**config.mk**
```make
export PLATFORM = sky130hd
export DESIGN_NAME = cpu_sequencer
export DESIGN_NICKNAME = d
export VERILOG_FILES = /design/src/rtl/cpu_sequencer.sv
export SDC_FILE = /design/constraint.sdc
export NUM_CORES = 1
export LEC_CHECK = 0
export CORE_UTILIZATION = 39
export CTS_CLUSTER_SIZE = 30
export DETAILED_ROUTE_END_ITERATION = 8
export PLACE_DENSITY = 0.84
export REMOVE_ABC_BUFFERS = 1
export SLEW_MARGIN = 15
export SYNTH_ARGS = -nofsm -noshare
export SYNTH_HDL_FRONTEND = slang
export SYNTH_SLANG_ARGS = --single-unit
```
**constraint.sdc**
```tcl
create_clock -name clk -period 4.8 [get_ports clk]
set_input_delay 0.72 -clock clk [delete_from_list [all_inputs] [get_ports clk]]
set_output_delay 0.72 -clock clk [all_outputs]
set_load 0.05 [all_outputs]
```
**src/rtl/cpu_sequencer.sv**
```systemverilog
// Multi-cycle control sequencer for an MSP430-style CPU: steps each instruction through
// fetch, extension words, operand reads, execute and write-back, stalling on mem_rdy.
module cpu_sequencer #(
  parameter logic [15:0] RESET_VECTOR = 16'hFFFE,
  parameter int          STATE_W      = 4
) (
  input  logic               clk,
  input  logic               rst_n,
  input  logic [1:0]         As,
  input  logic               Ad,
  input  logic               BW,
  input  logic               OneOp,
  input  logic               IsJump,
  input  logic               JmpTaken,
  input  logic [2:0]         OpII,
  input  logic [3:0]         srcA,
  input  logic [3:0]         dstA,
  input  logic               mem_rdy,
  output logic               mem_req,
  output logic               mem_we,
  output logic [1:0]         mab_sel,
  output logic               ir_load,
  output logic               pc_inc,
  output logic               pc_branch,
  output logic               pc_load_mdb,
  output logic [1:0]         ext_load,
  output logic [1:0]         op_load,
  output logic               rs_autoinc,
  output logic               sp_dec,
  output logic               alu_en,
  output logic               reg_we,
  output logic [STATE_W-1:0] state
);

  typedef enum logic [3:0] {
    RST_VEC = 4'd0,
    FETCH   = 4'd1,
    SRC_EXT = 4'd2,
    SRC_RD  = 4'd3,
    DST_EXT = 4'd4,
    DST_RD  = 4'd5,
    EXEC    = 4'd6,
    WB_MEM  = 4'd7,
    PUSH_WR = 4'd8
  } state_t;

  state_t r_state;
  state_t w_next;
  state_t w_postSrc;
  state_t w_postFetch;

  logic [3:0] w_srcReg;
  logic       w_constGen;
  logic       w_reti;
  logic       w_push;
  logic       w_call;
  logic       w_srcAccess;
  logic       w_imm;
  logic       w_dstMem;
  logic       w_wbMem;
  logic       w_unused;

  // Byte width and the vector address only matter to the datapath.
  assign w_unused = ^{BW, RESET_VECTOR};

  // Format II instructions address their single operand through As/dstA.
  assign w_srcReg    = OneOp ? dstA : srcA;
  assign w_constGen  = (w_srcReg == 4'd3) || ((w_srcReg == 4'd2) && As[1]);
  assign w_reti      = OneOp && (OpII == 3'b110);
  assign w_push      = OneOp && (OpII[2:1] == 2'b10);
  assign w_call      = OneOp && (OpII == 3'b101);
  assign w_srcAccess = !IsJump && !w_reti && (As != 2'b00) && !w_constGen;
  assign w_imm       = (As == 2'b11) && (w_srcReg == 4'd0);
  assign w_dstMem    = !OneOp && Ad;
  assign w_wbMem     = w_dstMem || (OneOp && !w_push && !w_reti && (As != 2'b00));

  assign w_postSrc   = w_dstMem ? DST_EXT : EXEC;
  assign w_postFetch = IsJump                          ? EXEC      :
                       !w_srcAccess                    ? w_postSrc :
                       ((As == 2'b01) || w_imm)        ? SRC_EXT   : SRC_RD;

  always_ff @(posedge clk or negedge rst_n) begin
    if (!rst_n) r_state <= RST_VEC;
    else        r_state <= w_next;
  end

  // Outputs are forced quiet while reset is held, even though RST_VEC is a memory state.
  always_comb begin
    w_next      = r_state;
    mem_req     = 1'b0;
    mem_we      = 1'b0;
    mab_sel     = 2'd0;
    ir_load     = 1'b0;
    pc_inc      = 1'b0;
    pc_branch   = 1'b0;
    pc_load_mdb = 1'b0;
    ext_load    = 2'b00;
    op_load     = 2'b00;
    rs_autoinc  = 1'b0;
    sp_dec      = 1'b0;
    alu_en      = 1'b0;
    reg_we      = 1'b0;
    if (rst_n) begin
      case (r_state)
        RST_VEC: begin
          mem_req = 1'b1;
          if (mem_rdy) begin
            pc_load_mdb = 1'b1;
            w_next      = FETCH;
          end
        end
        FETCH: begin
          mem_req = 1'b1;
          if (mem_rdy) begin
            ir_load = 1'b1;
            pc_inc  = 1'b1;
            w_next  = w_postFetch;
          end
        end
        SRC_EXT: begin
          mem_req = 1'b1;
          if (mem_rdy) begin
            ext_load = 2'b01;
            pc_inc   = 1'b1;
            w_next   = (As == 2'b01) ? SRC_RD : w_postSrc;
          end
        end
        SRC_RD: begin
          mem_req = 1'b1;
          mab_sel = 2'd1;
          if (mem_rdy) begin
            op_load    = 2'b01;
            rs_autoinc = (As == 2'b11);
            w_next     = w_postSrc;
          end
        end
        DST_EXT: begin
          mem_req = 1'b1;
          if (mem_rdy) begin
            ext_load = 2'b10;
            pc_inc   = 1'b1;
            w_next   = DST_RD;
          end
        end
        DST_RD: begin
          mem_req = 1'b1;
          mab_sel = 2'd2;
          if (mem_rdy) begin
            op_load = 2'b10;
            w_next  = EXEC;
          end
        end
        EXEC: begin
          alu_en = 1'b1;
          if (IsJump) begin
            pc_branch = JmpTaken;
            w_next    = FETCH;
          end else if (w_push) begin
            sp_dec = 1'b1;
            w_next = PUSH_WR;
          end else if (w_wbMem) begin
            w_next = WB_MEM;
          end else begin
            reg_we = !w_reti;
            w_next = FETCH;
          end
        end
        WB_MEM: begin
          mem_req = 1'b1;
          mem_we  = 1'b1;
          mab_sel = 2'd2;
          if (mem_rdy) w_next = FETCH;
        end
        PUSH_WR: begin
          mem_req = 1'b1;
          mem_we  = 1'b1;
          mab_sel = 2'd3;
          if (mem_rdy) begin
            pc_load_mdb = w_call;
            w_next      = FETCH;
          end
        end
        default: w_next = RST_VEC;
      endcase
    end
  end

  assign state = STATE_W'(r_state);

endmodule

```
== Yosys cells after proc, flatten, opt, wreduce, memory -nomap -nowiden ==
Index checks and enable logic that the tools add are counted.
Word-level totals
  bits in registers: 4
  bits of input ports: 21
  output and inout bits: 20
  logic and storage cells: 104
Cells by class
  equality and inequality tests: 21
  muxes and demuxes: 53
  reduce and logical (&&, ||, !) cells: 29
Operators with widths (number)
  $mux 4: 9
  $mux 1: 30
  $pmux 4 s7: 1
  $eq 4x2->1 const B: 4
  $eq 4x3->1 const B: 4
  $logic_and 1x1->1: 12
  $mux 3: 4
  $mux 2: 5
  $ne 2x2->1 const B: 5
  $logic_not 4->1: 2
  $pmux 2 s2: 2
  $reduce_or 8->1: 1
  $reduce_and 7->1: 1
  $eq 3x3->1 const B: 2
  $pmux 2 s3: 1
  $reduce_or 3->1: 2
  $logic_not 1->1: 5
  $eq 2x2->1 const B: 2
  $eq 4x1->1 const B: 1
  $eq 4x4->1 const B: 1
  $reduce_or 2->1: 2
  $logic_or 1x1->1: 3
  $eq 2x1->1 const B: 1
  $ne 2x1->1 const B: 1
  2 further kinds: 2

== Logic depth before layout (Yosys ltp) ==
  depth after elaboration: 12
  depth in mapped cells: 6
  gate-level depth less buffers: 5

== Worst setup path after synthesis ==
OpenSTA, ideal clock, no wires.
  path kind: reg-to-output
  start: register r_state[1], in the netlist state[1]
  end: output pc_inc
  arrival time: 3.675 ns
  required time: 4.080 ns
  setup slack: 0.405 ns
  cell stages (with the launch flop): 5
  buffers on the path: 1
  cell sequence: dfrtp_1 clkbuf_1 nand2b_1 and3b_1 a2111oi_0
On the way
  word-level cells in the longest chain between the ends: 4
  elaborated cells between the ends (all ways): 6
  classes of those cells: eq/ne (3); mux (2); reduce/logical (1)
RTL lines
  start: declaration: line 47  | state_t r_state;
  start signal: assignment: line 84  | else r_state <= w_next;
  $eq 4x3->1, or another cell as far along: line 104  | case (r_state)
  $reduce_or 3->1 (no source line) (*)
  $mux 1 (*)
  $mux 1 (*): line 103  | if (rst_n) begin
  end: declaration: line 23  | output logic pc_inc,
Mark *: on every way between the ends. The rest lies on a longest branch, timed or not.

== Worst setup path after layout ==
  start: input OneOp
  end: output pc_load_mdb
On the way
  word-level cells in the longest chain between the ends: 4
RTL lines
  start: declaration: line 12  | input logic OneOp,
  $logic_and 1x1->1: line 71  | assign w_call = OneOp && (OpII == 3'b101);
  $mux 1: line 178  | if (mem_rdy) begin
  $pmux 1 s2: line 104
  $mux 1: line 103
  end: declaration: line 25  | output logic pc_load_mdb,
No other way between the ends.

==> impl_metrics.json <==
{
  "cts_buffer_depth": 2,
  "synthFlopType": "dfrtp_1",
  "ir_drop_mv": 0.374,
  "rows": 14,
  "ant_nets": 0,
  "intPower_w": 0.000205,
  "dieWidth_um": 43.0,
  "diodes": 0,
  "cts_max_level": 1,
  "flow.area_growth_from_synthesis_pct": 63.8,
  "post_cts_buffers": 0,
  "cts_buffers": 3,
  "synth.distinct_cells": 34,
  "die_y_um": 43.0,
  "tritoncts": "yes",
  "hold_violations": 0,
  "die-area_um2": 1850,
  "synthTopCellsByCount": "nand2_1 (14), o21ai_0 (10), a21oi_1 (8)",
  "powerDensity_nw_per_um2": 438,
  "ys_seq_area_share_pct": 15.2,
  "drv_cap": 0,
  "grt_first_pass_wirelength_mm": 3.30,
  "drc": 0,
  "ys_warn_count": 0,
  "crit_path_end_kind": "output pin",
  "path_clk_slew_ns": 0.04,
  "wirelength_mm": 2.02,
  "insertion_delay_ns": 0.23,
  "p_leak_nw": 0.391,
  "worst_slew_pin_slew_ns": 0.508,
  "drv_slew": 0,
  "seqPwrFrac_pct": 21.3,
  "hp-class": "input port to asynchronous set/reset pin",
  "grt.overflow.total": 0,
  "gp_congestion": 0.839,
  "antenna_found_initial": 0,
  "drive_above_1_share_pct": 8.76,
  "ys_seq_elements": 4,
  "io_pins": 41,
  "netlist_top_cells_area": "dfrtp_1 (15%), nand2_1 (8.0%), o21ai_0 (7.6%), a21oi_1 (6.1%), nor3b_1 (4.6%)",
  "hpwlAfterDp_mm": 1.49,
  "vias": 898,
  "critPathMaxFanout": 10,
  "relSlewSlack_pct": 66.0,
  "sw_frac_of_total_pct": 56.5,
  "port_buffers": 39,
  "largest_reg_flops": 4,
  "setup_viol": 0,
  "grt_pass1_vias": 758,
  "yosys.area.top_type_share_pct": 15.2,
  "tns_ns": 0,
  "start_util_pct": 42.6,
  "async_flop_share_pct": 100,
  "first_pass_iters": 4,
  "post-route-min-period_ns": 3.67,
  "clock_skew_ns": 0.00247,
  "final_util_pct": 69.8,
  "syn_area_per_cell_um2": 6.64,
  "p_comb_share_pct": 70.2,
  "ctsHoldBuffers": 0,
  "cp.arrival_ns": 2.95,
  "cts-root-buf": "clkbuf_4",
  "synth_top_cell_by_area": "dfrtp_1",
  "synth_edf_count": 0,
  "setup.worst_path.start_class": "input port",
  "cts_resized": 0,
  "drt_iter0_drc": 8,
  "pwr-share-clk_pct": 8.4,
  "synth_area_um2": 657,
  "grt_usage_pct": 22.7,
  "clock_sinks": 4,
  "timing.final.crit_share_pct": 76.5,
  "grt_max_degree": 18,
  "viasPerCell": 5.87,
  "wl_per_cell_um": 13.2,
  "num-fill-cells": 150,
  "core_area_um2": 1540,
  "grt_setup_unrepaired": "false",
  "clock.fmax_mhz": 272,
  "path_class": "input port to output pin",
  "switchingPower_w": 0.000266,
  "fin_nets": 160,
  "synth_cells": 99,
  "synth.most_common_cell": "nand2_1",
  "cp.required_ns": 4.08,
  "outcome": "finished clean"
}
## cell usage in the layout (no fill, tap or decap), drive strengths merged, types with 2 or more instances in the layout
| cell | netlist | final |
|---|---|---|
| a2111oi | 2 | 2 |
| a21boi | 3 | 3 |
| a21oi | 8 | 8 |
| and2 | 2 | 2 |
| and3 | 3 | 3 |
| clkbuf | 3 | 3 |
| clkdlybuf4s50 | 0 | 39 |
| dfrtp | 4 | 4 |
| inv | 3 | 3 |
| nand2 | 15 | 15 |
| nand2b | 3 | 3 |
| nand3 | 2 | 2 |
| nor2 | 5 | 5 |
| nor2b | 2 | 2 |
| nor3 | 5 | 5 |
| nor3b | 4 | 4 |
| nor4 | 2 | 2 |
| nor4b | 2 | 2 |
| o211ai | 2 | 2 |
| o21a | 2 | 2 |
| o21ai | 10 | 10 |
| o221ai | 3 | 3 |
| o22ai | 2 | 2 |
| or2 | 3 | 3 |
## worst paths after layout
kind / from / endpoint / slack, ns / cells past startpoint
worst max-delay path: OneOp / pc_load_mdb / 1.13 / 6
worst min-delay path: rst_n / state[3] / 0.78 / 2
worst max register to register: state[2] / state[0] / 2.99 / 5
worst min register to register: state[3] / state[3] / 0.81 / 2
max in group asynchronous: rst_n / state[0] / 3.88 / 2
min in group clk: state[3] / state[3] / 0.81 / 2
## cell type report
| class | count | area (um2) | share of cell area, % |
|---|---|---|---|
| clock buffer | 3 | 22.5 | 2.09 |
| inverter | 3 | 11.3 | 1.05 |
| multi-input combinational | 87 | 524 | 48.7 |
| sequential | 4 | 100 | 9.30 |
| tap | 16 | 20.0 | 1.86 |
| timing repair buffer | 40 | 398 | 37.0 |
## power by group through the flow
stage          sequential, W  clock (W)  combinational [W]
2_1_floorplan       0.000131          0           0.000185
3_3_place_gp        0.000101          0           0.000327
3_5_place_dp        0.000100          0           0.000330
4_1_cts             0.000100  0.0000404           0.000332
5_1_grt             0.000106  0.0000431           0.000359
6_report            0.000101  0.0000399           0.000331
## through the flow
stage	cell area [um2]	power (W)	instances	setup WS [ns]	hold slack (ns)
floorplan	636	0.000316	94	0.482	0.424
global placement	1050	0.000428	150	1.17	0.766
detailed placement	1050	0.000430	150	1.12	0.780
CTS	1080	0.000473	153	1.11	0.779
global route	1080	0.000508	153	0.987	0.801
finish	1080	0.000472	153	1.13	0.777
## cells by family after synthesis
logic type | count (synthesis) | share of synthesized area [%]
DFF | 4 | 15.2
and+or+nand+nor | 52 | 44.8
buffers and inverters | 8 | 4.95
AOI/OAI and AO/OA | 34 | 33.5
muxes | 1 | 1.52
## routing by layer
metal / global-route usage [%] / share of wire [%]
met1: 30.0 / 45
met2: 39.4 / 45
met3: 2.55 / 9.6
met4: 5.45 / 0
met5: 0 / 0
## worst max-delay path, stage by stage
cell and delay [ns]:
clkdlybuf4s50_1 0.66, nand2_1 0.14, nor2_1 0.11, nand2_1 0.07, a2111oi_0 0.38, clkdlybuf4s50_1 0.87
Power figures use the tool's default switching activity.
